==> src/rtl/event_led_pkg.sv <==
// Shared types and default constants for the event LED driver.
// Defines the FSM state enum and the timer-width helper.
package event_led_pkg;

  typedef enum logic [1:0] {
    IDLE = 2'd0,
    ON   = 2'd1,
    GAP  = 2'd2
  } state_e;

  localparam int unsigned DEF_ON_CYCLES  = 10_000_000;
  localparam int unsigned DEF_GAP_CYCLES = 5_000_000;
  localparam int unsigned DEF_CNT_W      = 4;

  // Bits needed to hold (max-1) of the two durations, never less than one.
  function automatic int unsigned timer_width(input int unsigned a, input int unsigned b);
    int unsigned m;
    int unsigned w;
    m = (a > b) ? a : b;
    w = $clog2(m);
    return (w < 1) ? 1 : w;
  endfunction

endpackage

==> src/rtl/event_led_if.sv <==
// Event input / indicator output bundle for event_led_driver.
// slave = driver side, master = whoever produces events and watches the LED.
interface event_led_if
  import event_led_pkg::*;
#(
  parameter int unsigned CNT_W = DEF_CNT_W
);

  logic             i_evt;
  logic             o_led;
  logic             o_busy;
  logic [CNT_W-1:0] o_pending;
  logic             o_overflow;

  modport master (
    output i_evt,
    input  o_led,
    input  o_busy,
    input  o_pending,
    input  o_overflow
  );

  modport slave (
    input  i_evt,
    output o_led,
    output o_busy,
    output o_pending,
    output o_overflow
  );

endinterface

==> src/rtl/event_led_timer.sv <==
// Down-counting cycle timer: load has priority, counts down while enabled,
// and holds at zero. done_o flags a zero count.
module event_led_timer #(
  parameter int unsigned W = 1
) (
  input  logic         clk,
  input  logic         rst,
  input  logic         load_i,
  input  logic [W-1:0] load_val_i,
  input  logic         en_i,
  output logic         done_o
);

  logic [W-1:0] count_q;

  // NOTE: sequential state is only ever written with <= so every flop samples
  // the pre-edge value of its neighbours, independent of block ordering.
  always_ff @(posedge clk or negedge rst) begin
    if (!rst) begin
      count_q <= '0;
    end else if (load_i) begin
      count_q <= load_val_i;
    end else if (en_i && (count_q != '0)) begin
      count_q <= count_q - 1'b1;
    end
  end

  assign done_o = (count_q == '0);

endmodule

==> src/rtl/event_led_driver.sv <==
// Stretches one-cycle event pulses into visible ON/GAP LED bursts.
// Define EVENT_LED_QUEUE_EN to queue events that arrive while busy.
module event_led_driver
  import event_led_pkg::*;
#(
  parameter int unsigned ON_CYCLES  = DEF_ON_CYCLES,
  parameter int unsigned GAP_CYCLES = DEF_GAP_CYCLES,
  parameter int unsigned CNT_W      = DEF_CNT_W
) (
  input  logic       clk,
  input  logic       rst,
  event_led_if.slave bus
);

  localparam int unsigned TMR_W = timer_width(ON_CYCLES, GAP_CYCLES);
  localparam logic [TMR_W-1:0] ON_LOAD  = TMR_W'(ON_CYCLES - 1);
  localparam logic [TMR_W-1:0] GAP_LOAD = TMR_W'(GAP_CYCLES - 1);

  state_e           state_q, state_d;
  logic             led_q, busy_q, ovf_q;
  logic             ovf_set;
  logic             pend_nz;
  logic             evt_queued;
  logic             tmr_load, tmr_done;
  logic [TMR_W-1:0] tmr_val;

  event_led_timer #(.W(TMR_W)) u_timer (
    .clk        (clk),
    .rst        (rst),
    .load_i     (tmr_load),
    .load_val_i (tmr_val),
    .en_i       (state_q != IDLE),
    .done_o     (tmr_done)
  );

  // An event that does not start a burst directly must go through the queue.
  assign evt_queued = bus.i_evt && ((state_q != IDLE) || pend_nz);

`ifdef EVENT_LED_QUEUE_EN
  localparam logic [CNT_W-1:0] PEND_MAX = '1;

  logic [CNT_W-1:0] pending_q, pending_d;
  logic             pend_dec;

  assign pend_nz  = (pending_q != '0);
  assign pend_dec = pend_nz && ((state_q == IDLE) || ((state_q == GAP) && tmr_done));

  always_comb begin
    pending_d = pending_q;
    ovf_set   = 1'b0;
    if (evt_queued && pend_dec) begin
      pending_d = pending_q;
    end else if (evt_queued) begin
      if (pending_q == PEND_MAX) ovf_set = 1'b1;
      else                       pending_d = pending_q + 1'b1;
    end else if (pend_dec) begin
      pending_d = pending_q - 1'b1;
    end
  end

  always_ff @(posedge clk or negedge rst) begin
    if (!rst) pending_q <= '0;
    else      pending_q <= pending_d;
  end

  assign bus.o_pending = pending_q;
`else
  assign pend_nz       = 1'b0;
  assign ovf_set       = evt_queued;
  assign bus.o_pending = {CNT_W{1'b0}};
`endif

  // NOTE: every output of this block gets a default before the case, so no
  // path leaves a variable unassigned and no latch is inferred.
  always_comb begin
    state_d  = state_q;
    tmr_load = 1'b0;
    tmr_val  = ON_LOAD;
    unique case (state_q)
      IDLE: begin
        if (pend_nz || bus.i_evt) begin
          state_d  = ON;
          tmr_load = 1'b1;
          tmr_val  = ON_LOAD;
        end
      end
      ON: begin
        if (tmr_done) begin
          state_d  = GAP;
          tmr_load = 1'b1;
          tmr_val  = GAP_LOAD;
        end
      end
      GAP: begin
        if (tmr_done) begin
          if (pend_nz) begin
            state_d  = ON;
            tmr_load = 1'b1;
            tmr_val  = ON_LOAD;
          end else begin
            state_d  = IDLE;
          end
        end
      end
      default: state_d = IDLE;
    endcase
  end

  // Outputs are registered from the next state so they line up with state_q.
  always_ff @(posedge clk or negedge rst) begin
    if (!rst) begin
      state_q <= IDLE;
      led_q   <= 1'b0;
      busy_q  <= 1'b0;
      ovf_q   <= 1'b0;
    end else begin
      state_q <= state_d;
      led_q   <= (state_d == ON);
      busy_q  <= (state_d != IDLE);
      ovf_q   <= ovf_q | ovf_set;
    end
  end

  assign bus.o_led      = led_q;
  assign bus.o_busy     = busy_q;
  assign bus.o_overflow = ovf_q;

endmodule

==> src/flat_wrapper.sv <==
// flat-port wrapper written by rule: the top's interface ports become plain ports
module event_led_driver_flat import event_led_pkg::*;
#(
  parameter int unsigned ON_CYCLES  = DEF_ON_CYCLES,
  parameter int unsigned GAP_CYCLES = DEF_GAP_CYCLES,
  parameter int unsigned CNT_W      = DEF_CNT_W
)
  (clk, rst, bus_i_evt, bus_o_led, bus_o_busy, bus_o_pending, bus_o_overflow);
  event_led_if #(.CNT_W(CNT_W)) bus_i ();
  input  logic clk;
  input  logic rst;
  input wire logic [$bits(bus_i.i_evt)-1:0] bus_i_evt;
  output wire logic [$bits(bus_i.o_led)-1:0] bus_o_led;
  output wire logic [$bits(bus_i.o_busy)-1:0] bus_o_busy;
  output wire logic [$bits(bus_i.o_pending)-1:0] bus_o_pending;
  output wire logic [$bits(bus_i.o_overflow)-1:0] bus_o_overflow;
  assign bus_i.i_evt = bus_i_evt;
  assign bus_o_led = bus_i.o_led;
  assign bus_o_busy = bus_i.o_busy;
  assign bus_o_pending = bus_i.o_pending;
  assign bus_o_overflow = bus_i.o_overflow;
  event_led_driver #(.ON_CYCLES(ON_CYCLES), .GAP_CYCLES(GAP_CYCLES), .CNT_W(CNT_W)) u_core (.clk(clk), .rst(rst), .bus(bus_i));
endmodule
==> config.mk <==
export PLATFORM = sky130hd
export DESIGN_NAME = event_led_driver_flat
export DESIGN_NICKNAME = d
export VERILOG_FILES = /design/src/rtl/event_led_pkg.sv /design/src/rtl/event_led_if.sv /design/src/rtl/event_led_timer.sv /design/src/rtl/event_led_driver.sv /design/src/flat_wrapper.sv
export SDC_FILE = /design/constraint.sdc
export NUM_CORES = 1
export LEC_CHECK = 0
export ABC_AREA = 1
export CORE_ASPECT_RATIO = 1.2
export CORE_UTILIZATION = 45
export CTS_BUF_LIST = sky130_fd_sc_hd__clkbuf_16
export DETAILED_ROUTE_END_ITERATION = 8
export GPL_TIMING_DRIVEN = 0
export SETUP_SLACK_MARGIN = 0.3
export SYNTH_ARGS = -nofsm -noshare
export SYNTH_HDL_FRONTEND = slang
export SYNTH_HIERARCHICAL = 1
export SYNTH_SLANG_ARGS = --single-unit
==> constraint.sdc <==
create_clock -name clk -period 2.9 [get_ports clk]
set_clock_uncertainty 0.05 [all_clocks]
set_input_delay 0.435 -clock clk [delete_from_list [all_inputs] [get_ports clk]]
set_output_delay 0.435 -clock clk [all_outputs]
set_load 0.005 [all_outputs]
Word-level counts from Yosys, hierarchy flattened
Index checks and enable logic that the tools add are counted.
Widths: inputs -> output; s select.
{ "op_classes": {"addsub": 1, "multipliers": 0, "div_mod_pow": 0, "magnitude_cmp": 0, "eq_ne": 3, "n_shift": 0, "n_mux": 11, "n_bitwise": 1, "reduce_logical": 8} }
{ "op_table": {"columns": ["operator", "count"], "rows": [
  ["$mux 24", 4],
  ["$logic_not 24->1", 1],
  ["$reduce_bool 24->1", 1],
  ["$sub 24x1->24 const B", 1],
  ["$mux 2", 3],
  ["$pmux 2 s3", 1],
  ["$reduce_bool 2->1", 3],
  ["$eq 2x1->1 const B", 2],
  ["$eq 2x2->1 const B", 1],
  ["$logic_and 1x1->1", 2],
  ["$logic_not 2->1", 1],
  ["$mux 1", 2],
  ["$pmux 1 s2", 1],
  ["$or 1x1->1", 1]
]} }
{ "word_totals": {"reg_bits": 29, "latch_bits": 0, "ram_bits": 0, "mem_bits_ro": 0, "in_bits": 3, "output_inout_bits": 7, "elab_cells": 29, "n_memories": 0} }

Depth between registers and ports, before layout
Gate-level depths: netlist (run 1).
{ "depth": {"depth_word": 4, "depth_mapped": 17, "mapped_depth_nobuf": 15} }

By module
Netlist (run 1), hierarchy kept.
{ "by_module_without_submodules": {"columns": ["mod", "n_inst", "cells_per_inst", "area_each_um2", "seq_area_each_um2"], "rows": [
  ["event_led_timer", 1, 289, 1846.8, 600.6],
  ["event_led_driver", 1, 29, 252.7, 125.1]
]} }

Worst setup path before layout (run 1)
Ideal clock, no wire load.
{ "synth_timing": {"path_kind": "register to register", "startpoint": "reg u_core.u_timer.count_q[0]", "endpoint": "reg u_core.u_timer.count_q[2]", "setup_ns": 0.117, "arrival_time_ns": 1.931, "required_ns": 2.733, "slack_ns": 0.802, "stages_incl_launch_ff": 16, "path_buffers": 2, "cell_sequence": "dfrtp_1 inv_1 ha_1 inv_1 nor2_1 nand2_1 nor2_1 nand3_2 inv_1 nand3_2 nand2_1 buf_2 clkbuf_1 o21ai_0 nand2_1 nand2_1"} }
{ "synth_between": {"elab_chain_len": 4, "elab_cells_between_ends": 9, "classes_between": "add/sub: 1; mux: 4; reduce/logical: 4"} }
{ "synth_rtl": {"columns": ["item", "line", "source"], "rows": [
  ["from (decl)", "event_led_timer.sv:14", "logic [W-1:0] count_q;"],
  ["from (signal assigned)", "event_led_timer.sv:22", "count_q <= load_val_i;"],
  ["from (signal assigned)", "event_led_timer.sv:24", "count_q <= count_q - 1'b1;"],
  ["$logic_not 24->1 *", "event_led_timer.sv:28", "assign done_o = (count_q == '0);"],
  ["net u_core.tmr_done", "event_led_driver.sv:24", "logic tmr_load, tmr_done;"],
  ["$mux 1 *", "event_led_driver.sv:88", "if (tmr_done) begin"],
  ["$pmux 1 s2 *", "event_led_driver.sv:79", "unique case (state_q)"],
  ["net u_core.tmr_load", "event_led_driver.sv:24", null],
  ["$mux 24 or $reduce_bool 2->1 (tied branches)", null, null]
]} }
Mark *: on every way through the listed nets, which the timed path passes. The rest lies on a longest branch. The select of a mux whose other input is x is not followed.
A chain may end at the register's enable or synchronous reset.

Worst setup path after layout (run 1)
{ "layout_timing": {"startpoint": "reg u_core.u_timer.count_q[1]", "endpoint": "reg u_core.u_timer.count_q[5]"} }
The elaborated chain is that of the path after synthesis.

==> results of run 1 <==
-- through the flow --
step | instance area (µm²) | std cells | setup slack (ns) | power [µW]
CTS | 2437 | 402 | 0.3537 | 2228
floorplan | 2156 | 333 | 0.8023 | 1429
finish | 2451 | 402 | 0.5693 | 2215
global route | 2451 | 402 | 0.3092 | 2411
detailed placement | 2271 | 394 | 0.2470 | 1636
global placement | 2276 | 394 | 0.2418 | 1630
-- cells by family after synthesis --
logic type	share of synthesized area (%)
other	0.3577
adders and majority gates	1.192
xor gates and xnor gates	3.755
DFF	34.57
AOI/OAI and AO/OA	4.946
and+or+nand+nor	45.65
buffers and inverters	9.535
-- cell usage in the layout (no fill, tap or decap), types with 2 or more instances in the layout --
cell / n
clkbuf_2: 2
inv_1: 27
clkbuf_16: 5
nand4_1: 6
nand3_1: 46
nor2_2: 6
a21oi_1: 2
nand2_2: 5
buf_4: 5
o21ai_0: 7
dfrtp_1: 29
o21ai_2: 5
nand2_1: 111
conb_1: 17
clkbuf_4: 2
nand3_2: 2
xnor2_1: 8
clkdlybuf4s50_1: 4
nor2_1: 37
buf_2: 2
buf_6: 3
ha_1: 2
inv_2: 3
-- timing repair --
action                     CTS  global route
pin swaps                    0             1
gates resized for setup      3             7
setup endpoints to repair   17            23
hold buffers                 0             0
-- area by class of cell --
class	instances	share of cell area (%)
buffer	13	4.135
clock buffer	5	5.105
clock inverter	3	1.531
inverter	29	4.441
multi-input combinational	262	50.49
sequential	29	29.61
tap	56	2.859
timing repair buffer	5	1.838
-- state kept, by name (all words and copies together) (netlist names) --
| register | count |
|---|---|
| u_core/state_q | 2 |
| u_core/u_timer/count_q | 24 |
| u_core/bus.o_led | 1 |
| u_core/bus.o_busy | 1 |
| u_core/bus.o_overflow | 1 |
-- worst reg2reg max path, stage by stage, from the launching register on --
cell and delay (ns):
dfrtp_1 0.37, inv_1 0.11, ha_1 0.16, inv_1 0.05
nor2_1 0.08, nand2_1 0.05, nor2_1 0.11, nand3_2 0.10
inv_1 0.12, nand3_4 0.16, nand2_1 0.11, clkbuf_4 0.19
inv_2 0.11, clkbuf_4 0.22, nand2_1 0.09, nand2_1 0.05
nand2_1 0.05, nand2_1 0.04
-- layer usage --
| metal | vias to the layer above | track usage [%] | wire length, µm |
|---|---|---|---|
| met2 | 32 | 38.84 | 2578 |
| met5 | - | 0 | 0 |
| met3 | 4 | 4.464 | 204 |
| met1 | 888 | 30.72 | 2420 |
| li1 | 1036 | - | - |
| met4 | 0 | 7.333 | 42 |
-- power breakdown --
group / leakage, µW / switching, µW / internal (µW)
Clock: 0.0000826 / 177 / 398
Combinational: 0.000791 / 554 / 340
Sequential: 0.000349 / 190 / 556
-- path summary, 6_finish.rpt --
| path | startpoint | endpoint | slack, ns | cells past startpoint |
|---|---|---|---|---|
| worst max-delay path | u_core/u_timer/count_q[1] | u_core/u_timer/count_q[5] | 0.57 | 17 |
| worst min-delay path | rst | u_core/u_timer/count_q[15] | 0.15 | 1 |
| worst max register to register | u_core/u_timer/count_q[1] | u_core/u_timer/count_q[5] | 0.57 | 17 |
| worst min register to register | u_core/bus.o_overflow | u_core/bus.o_overflow | 0.42 | 1 |
| max in group asynchronous | rst | u_core/bus.o_busy | 2.22 | 1 |
| min in group clk | u_core/bus.o_overflow | u_core/bus.o_overflow | 0.42 | 1 |
==> results.toml, run 1 <==
[run_status]
status = "finished, final reports clean"

[drt]
wl_um = 5246
avgViaCountPerCell = 4.876
antenna_left = 0
wl_per_cell_um = 13.05
drt-pass1-iter-count = 4
vias = 1960
drc = 0
drt-initial-drc-count = 133

[synth]
async_reset_ff_share_pct = 100.0
synth_largest_area_cell = "dfrtp_1"
synthTopCellsByArea = "dfrtp_1 (35%), nand2_1 (20%), nand3_1 (11%)"
synth_area_per_cell_um2 = 6.602
synth_cells = 318
yosys.area.top_type_share_pct = 34.56
ys_top_cells_by_count = "nand2_1 (111), nand3_1 (46), nor2_1 (37)"
synth.most_common_cell = "nand2_1"
synth_area_mm2 = 0.002100
synth_edf_count = 0
seq_area_frac_synth_pct = 34.56
yosysWarnings = 6
synth_flop_cell = "dfrtp_1"
synth-seq-cells = 29
synth_cell_types = 28

[timing]
whs_ns = 0.1477
slew_violations = 0
setup_viol = 0
period_needed_ns = 2.331
finalSetupTns_ns = 0
hold_viol = 0
timing.fmax_mhz = 429.1
relSlewSlack_pct = 55.29
fin_crit_sh_pct = 80.37
rsz0062_at_grt = "false"
worstMarginPinSlew_ns = 0.6706

[setup_path]
cp.required_ns = 3.02
path_cells = "inv_1, ha_1, inv_1, nor2_1, nand2_1, nor2_1, nand3_2, inv_1, nand3_4, nand2_1, clkbuf_4, inv_2, clkbuf_4, nand2_1, nand2_1, nand2_1, nand2_1"
cp-end-kind = "flip-flop"
crit_buf_inv = 6
worstSetupPathType = "reg -> reg"
cpPeakStageDelay_ns = 0.37
crit_top_cell = "nand2_1"
path_delay_family = "simple AND/OR/NAND/NOR gates"
worstPathArrival_ns = 2.45
cp_max_fo = 10
critPathLaunchType = "flip-flop"
cpMaxStageDelayCell = "dfrtp_1"

[clock_tree]
htreeDepth = 2
cts_root_buf = "clkbuf_16"
numCtsBuffers = 5
cts_tree = "built"
post_cts_buffers = 0
clock_latency_ns = 0.27
clk_pin_slew_ns = 0.05
clk_path_buf_depth = 2
cts.sinks = 29

[final_layout]
n_fill_cell = 442
n_antenna_cell = 0
post-route-util_pct = 56.23
ff_latch_area_um2 = 725.7
syn_to_final_growth_pct = 16.75
multi_input_area_mm2 = 0.001237
nNetsFinal = 350
drive_gt1_share_pct = 13.01

[die]
die_y_um = 76.83
rows = 26
num_io_pins = 10
initial_core_util_pct = 48.16
core-area_mm2 = 0.004359
fp.dieW_um = 64.36
die-area_mm2 = 0.004944

[global_route]
grt_pass1_wl_um = 8811
grt_usage_pct = 23.55
grt_pass1_vias = 1817
grt_max_degree = 30
antenna_found_initial = 0
grt_overflow_total = 0

[placement]
hpwl_um = 3767
io_buffers = 5
gp_congestion = 0.8693

[hold_path]
hp-class = "in -> async"

[power]
power_density_mw_per_mm2 = 903.6
leakage_uw = 0.001223
ir_worst_vdd_mv = 0.4918

[flow_run]
max_cap_viol_count = 0
Power figures use the tool's default switching activity.
==> run 2: changes to the inputs <==
==> constraint.sdc (replaced) <==
create_clock -name clk -period 1.9 [get_ports clk]
set_clock_uncertainty 0.05 [all_clocks]
set_input_delay 0.285 -clock clk [delete_from_list [all_inputs] [get_ports clk]]
set_output_delay 0.285 -clock clk [all_outputs]
set_load 0.005 [all_outputs]
==> results.toml, run 2 (synthesis results as in run 1) <==
[placement]
io_buffers = 5
hpwl_um = 3928
gp_congestion = 0.8628

[timing]
hold_viol = 0
period_needed_ns = 1.975
slew_violations = 0
fin_crit_sh_pct = 103.9
timing.fmax_mhz = 506.4
setup_viol = 20
rsz0062_at_grt = "true"
whs_ns = 0.006085
postLayoutSetupSlackWorst_ns = -0.07472
relSlewSlack_pct = 54.54
worstMarginPinSlew_ns = 0.6820

[power]
seqPwrFrac_pct = 32.7
leakage_uw = 0.001421
p_switching_uw = 1552
p_int_uw = 2014
p_total_uw = 3566
combPwrFrac_pct = 47.0
power_density_mw_per_mm2 = 1221
switching_share_pct = 43.51
ir_worst_vdd_mv = 0.8204
clock_power_share_pct = 20.3

[setup_path]
cp.required_ns = 2.00
ff2ff_path_depth = 12
reg2reg_to = "u_core/u_timer/count_q[8]"
critPathLaunchType = "flip-flop"
cp-end-kind = "flip-flop"
reg2reg_slack_ns = -0.07
cp_max_fo = 8
worstSetupPathType = "reg -> reg"
rr_startpoint = "u_core/u_timer/count_q[5]"
worstPathArrival_ns = 2.08

[die]
fp.dieW_um = 64.36
core-area_mm2 = 0.004359
die-area_mm2 = 0.004944
num_io_pins = 10
initial_core_util_pct = 48.16
rows = 26
die_y_um = 76.83

[flow_run]
max_cap_viol_count = 0

[clock_tree]
cts_tree = "built"
cts.sinks = 29
clk_path_buf_depth = 2
htreeDepth = 2
numCtsBuffers = 5
clock_latency_ns = 0.27
cts_root_buf = "clkbuf_16"
clk_pin_slew_ns = 0.05

[final_layout]
final_common_cell = "nand2_1"
top_register = "u_core/u_timer/count_q"
layout_common_cells = "nand2_1 (98), nor2_1 (32), nand3_1 (31)"
largest_reg_flops = 24
drive_gt1_share_pct = 28.73
reg_top3 = "u_core/u_timer/count_q: 24 flops, u_core/state_q: 2 flops"
n_antenna_cell = 0
nNetsFinal = 374
post-route-util_pct = 67.02
syn_to_final_growth_pct = 39.15
n_fill_cell = 409

[global_route]
grt_usage_pct = 24.98
grt_max_degree = 30
grt_pass1_vias = 1920
grt_overflow_total = 0
grt_pass1_wl_um = 9280
antenna_found_initial = 0

[drt]
drt-pass1-iter-count = 4
drt-initial-drc-count = 179
wl_um = 5908
drc = 0
wl_per_cell_um = 13.90
vias = 2138
avgViaCountPerCell = 5.031
antenna_left = 0

[run_status]
status = "finished with violations"
failed_checks = "setup timing"

[hold_path]
hp-class = "in -> async"
==> run 2: stage by stage <==
step	area (µm²)	setup slack, ns	setup TNS [ns]	instances
after floorplan	2226	0.05046	0	333
final	2922	-0.07472	-0.5748	425
after global placement	2346	-0.2154	-7.950	394
after CTS	2575	-0.007824	-0.02434	410
after detailed placement	2341	-0.2421	-4.859	394
after global routing	2922	-0.1662	-2.717	425
==> run 2: power groups by stage <==
stage	sequential [µW]	combinational, µW	clock (µW)
after global placement	1150	1370	0
after global routing	1200	1910	773
after floorplan	1060	1160	0
after CTS	1140	1450	736
after detailed placement	1150	1390	0
final	1160	1680	724
==> run 2: worst max path at each step <==
stage | depth (start not counted) | end | startpoint
detailed placement | 15 | u_core/u_timer/count_q[17] | u_core/u_timer/count_q[0]
finish | 12 | u_core/u_timer/count_q[8] | u_core/u_timer/count_q[5]
global route | 17 | u_core/u_timer/count_q[6] | u_core/u_timer/count_q[0]
floorplan | 15 | u_core/u_timer/count_q[8] | u_core/u_timer/count_q[1]
global placement | 15 | u_core/u_timer/count_q[2] | u_core/u_timer/count_q[0]
CTS | 16 | u_core/u_timer/count_q[8] | u_core/u_timer/count_q[1]
==> run 2: cell type report <==
class                   count  area, µm²  share of cell area (%)
clock buffers               5      125.1                   4.283
repair inverters            1      11.26                  0.3854
well taps                  56      70.07                   2.398
flip-flops and latches     29      725.7                   24.84
inverters                  29      121.4                   4.154
plain buffers              13      165.2                   5.653
clock inverters             2      7.507                  0.2570
multi-input cells         262       1428                   48.87
repair buffers             28      267.8                   9.165
==> run 2: what timing repair did <==
action                                  in CTS  in global routing
pin swaps                                    1                 18
endpoints found under the setup margin      25                 26
gates resized for setup                     12                 52
gates cloned                                 1                  3
hold buffers                                 0                  0
setup buffers                                8                 12
endpoints found under the hold margin        0                  0
==> run 2: worst max-delay path: stages (launching register included) <==
cell	delay, ns
dfrtp_1	0.42
nor2_1	0.16
nand2_1	0.18
nor2_2	0.13
nand3_2	0.10
inv_2	0.09
nand3_4	0.09
nand2_4	0.09
buf_12	0.14
inv_12	0.05
or2_4	0.22
nand3_2	0.06
nand2_1	0.06
==> run 2: per-layer routing <==
metal / track usage [%] / vias up / wire length, µm / part of all wire, %
li1: - / 1081 / - / -
met1: 30.35 / 993 / 2567 / 43
met2: 42.11 / 51 / 3011 / 51
met3: 4.613 / 13 / 192 / 3.2
met4: 11.33 / 0 / 136 / 2.3
met5: 0 / - / 0 / 0
==> run 3: changes to the inputs <==
--- a/config.mk
+++ b/config.mk
@@ -8,7 +8,6 @@
 export ABC_AREA = 1
 export CORE_ASPECT_RATIO = 1.2
 export CORE_UTILIZATION = 45
-export CTS_BUF_LIST = sky130_fd_sc_hd__clkbuf_16
 export DETAILED_ROUTE_END_ITERATION = 8
 export GPL_TIMING_DRIVEN = 0
 export SETUP_SLACK_MARGIN = 0.3
==> results.toml, run 3 (synthesis results as in run 1) <==
[setup_path]
cp_max_fo = 8
startpoint = "u_core/u_timer/count_q[0]"
cp-end-kind = "flip-flop"
reg2reg_slack_ns = -0.05
rr_startpoint = "u_core/u_timer/count_q[0]"
path_cells = "inv_2, ha_4, inv_2, nor2_2, nand2_1, nor2_2, nand3_2, inv_2, nand3_4, nand2_4, buf_12, buf_6, inv_8, nand2_2, nand2_1, nand2_1, o21ai_2"
cpPeakStageDelay_ns = 0.39
worstSetupPathType = "reg -> reg"
ff2ff_path_depth = 17
cp.required_ns = 2.02
critPathLaunchType = "flip-flop"
cpMaxStageDelayCell = "dfrtp_1"
worstPathArrival_ns = 2.07
endpoint = "u_core/u_timer/count_q[6]"
reg2reg_to = "u_core/u_timer/count_q[6]"

[timing]
relSlewSlack_pct = 53.93
rsz0062_at_grt = "true"
hold_viol = 0
slew_violations = 0
period_needed_ns = 1.951
fin_crit_sh_pct = 102.7
postLayoutSetupSlackWorst_ns = -0.05104
timing.fmax_mhz = 512.5
setup_viol = 15
worstMarginPinSlew_ns = 0.6910
whs_ns = 0.0003566
finalSetupTns_ns = -0.3061

[die]
die_y_um = 76.83
num_io_pins = 10
die-area_mm2 = 0.004944
fp.dieW_um = 64.36
core-area_mm2 = 0.004359
initial_core_util_pct = 48.16
rows = 26

[power]
clock_power_share_pct = 15.3
power_density_mw_per_mm2 = 1175
p_total_uw = 3356
seqPwrFrac_pct = 34.6
p_int_uw = 1832
combPwrFrac_pct = 50.1
ir_worst_vdd_mv = 0.6854
leakage_uw = 0.001386
switching_share_pct = 45.42
p_switching_uw = 1525

[drt]
wl_per_cell_um = 13.77
avgViaCountPerCell = 5.097
antenna_left = 0
wl_um = 5810
drc = 0
vias = 2151
drt-initial-drc-count = 146
drt-pass1-iter-count = 5

[final_layout]
largest_reg_flops = 24
nNetsFinal = 371
n_fill_cell = 420
reg_top3 = "u_core/u_timer/count_q: 24 flops, u_core/state_q: 2 flops"
layout_common_cells = "nand2_1 (97), nor2_1 (32), nand3_1 (31)"
drive_gt1_share_pct = 28.69
final_common_cell = "nand2_1"
syn_to_final_growth_pct = 36.05
top_register = "u_core/u_timer/count_q"
n_antenna_cell = 0
final_cell_area_mm2 = 0.002856

[run_status]
status = "finished with violations"
failed_checks = "setup timing"

[placement]
hpwl_um = 3928
placedInstanceArea_mm2 = 0.002341
io_buffers = 5
gp_congestion = 0.8628
post-place-ws_ns = -0.2421

[global_route]
antenna_found_initial = 0
busiest_layer = "met2"
grt_pass1_vias = 1932
grt_overflow_total = 0
grt_use_met1_pct = 29.61
grt_util_met2_pct = 42.63
grt_max_degree = 30
grt_usage_pct = 24.37
grt_pass1_wl_um = 9183
use_met3_pct = 3.720

[clock_tree]
clock_latency_ns = 0.28
htreeDepth = 2
cts_tree = "built"
cts_root_buf = "clkbuf_8"
clk_path_buf_depth = 2
clk_pin_slew_ns = 0.06
numCtsBuffers = 5
cts.sinks = 29

[flow_run]
max_cap_viol_count = 0

[hold_path]
hp-class = "in -> async"
run 3: changes by cell type in the layout (fill, tap and decap cells not counted):
cell       previous run  this run
buf_6                 6         5
nand2_1              98        97
clkbuf_1              0         1
buf_12                3         4
clkinv_1              1         0
inv_1                24        23
clkbuf_8              0         6
buf_4                21        18
clkbuf_16             7         2
nand3_2              14        15
nand3_4               4         3
nand2_2              16        17
run 3: final cells by class:
type | count | area, µm² | area share [%]
Clock buffer | 7 | 86.33 | 3.022
Timing Repair Buffer | 25 | 254.0 | 8.892
Buffer | 13 | 165.2 | 5.782
Sequential cell | 29 | 725.7 | 25.41
Inverter | 29 | 121.4 | 4.249
Multi-Input combinational cell | 262 | 1423 | 49.80
Tap cell | 56 | 70.07 | 2.453
Timing Repair inverter | 1 | 11.26 | 0.3942
run 3: worst min-delay path by stage:
stage / endpoint / slack [ns] / cells after the start / from
detailed placement: u_core/u_timer/count_q[19] / 0.32 / 1 / rst
global route: u_core/bus.o_led / 0.06 / 1 / rst
global placement: u_core/bus.o_overflow / 0.39 / 1 / u_core/bus.o_overflow
finish: u_core/bus.o_led / 0.0004 / 1 / rst
floorplan: u_core/bus.o_busy / -0.06 / 0 / rst
CTS: u_core/u_timer/count_q[10] / 0.02 / 1 / rst
run 3: layer usage:
metal | wire, µm | share of wire (%)
met2 | 3004 | 52
met4 | 117 | 2.0
met3 | 181 | 3.1
met1 | 2506 | 43
met5 | 0 | 0
run 3: power groups by stage:
stage          sequential (µW)  clock (µW)  combinational [µW]
2_1_floorplan             1060           0                1160
3_3_place_gp              1150           0                1370
3_5_place_dp              1150           0                1390
4_1_cts                   1140         530                1450
5_1_grt                   1190         556                1920
6_report                  1160         514                1680
run 3: critical path, delay by kind of cell, from the launching register on:
| kind | cells | cell delay (ns) |
|---|---|---|
| AND/OR/NAND/NOR | 9 | 0.71 |
| adder cells (fa/ha/maj) | 1 | 0.13 |
| AO/OA/AOI/OAI | 1 | 0.06 |
| buffers and inverters | 6 | 0.50 |
| flip-flops | 1 | 0.39 |
run 3: per-stage QoR:
step	util (%)	std cells
final	65.53	422
after CTS	58.01	410
after detailed placement	53.70	394
after floorplan	-	333
after global routing	65.53	422
after global placement	53.82	394
run 3: timing repair:
item                                    in CTS  in global routing
hold endpoints to repair                     0                  0
pin swaps                                    1                 18
endpoints found under the setup margin      25                 26
buffers inserted                             8                  9
resized for setup                           12                 51
hold buffers                                 0                  0
gates cloned                                 1                  3
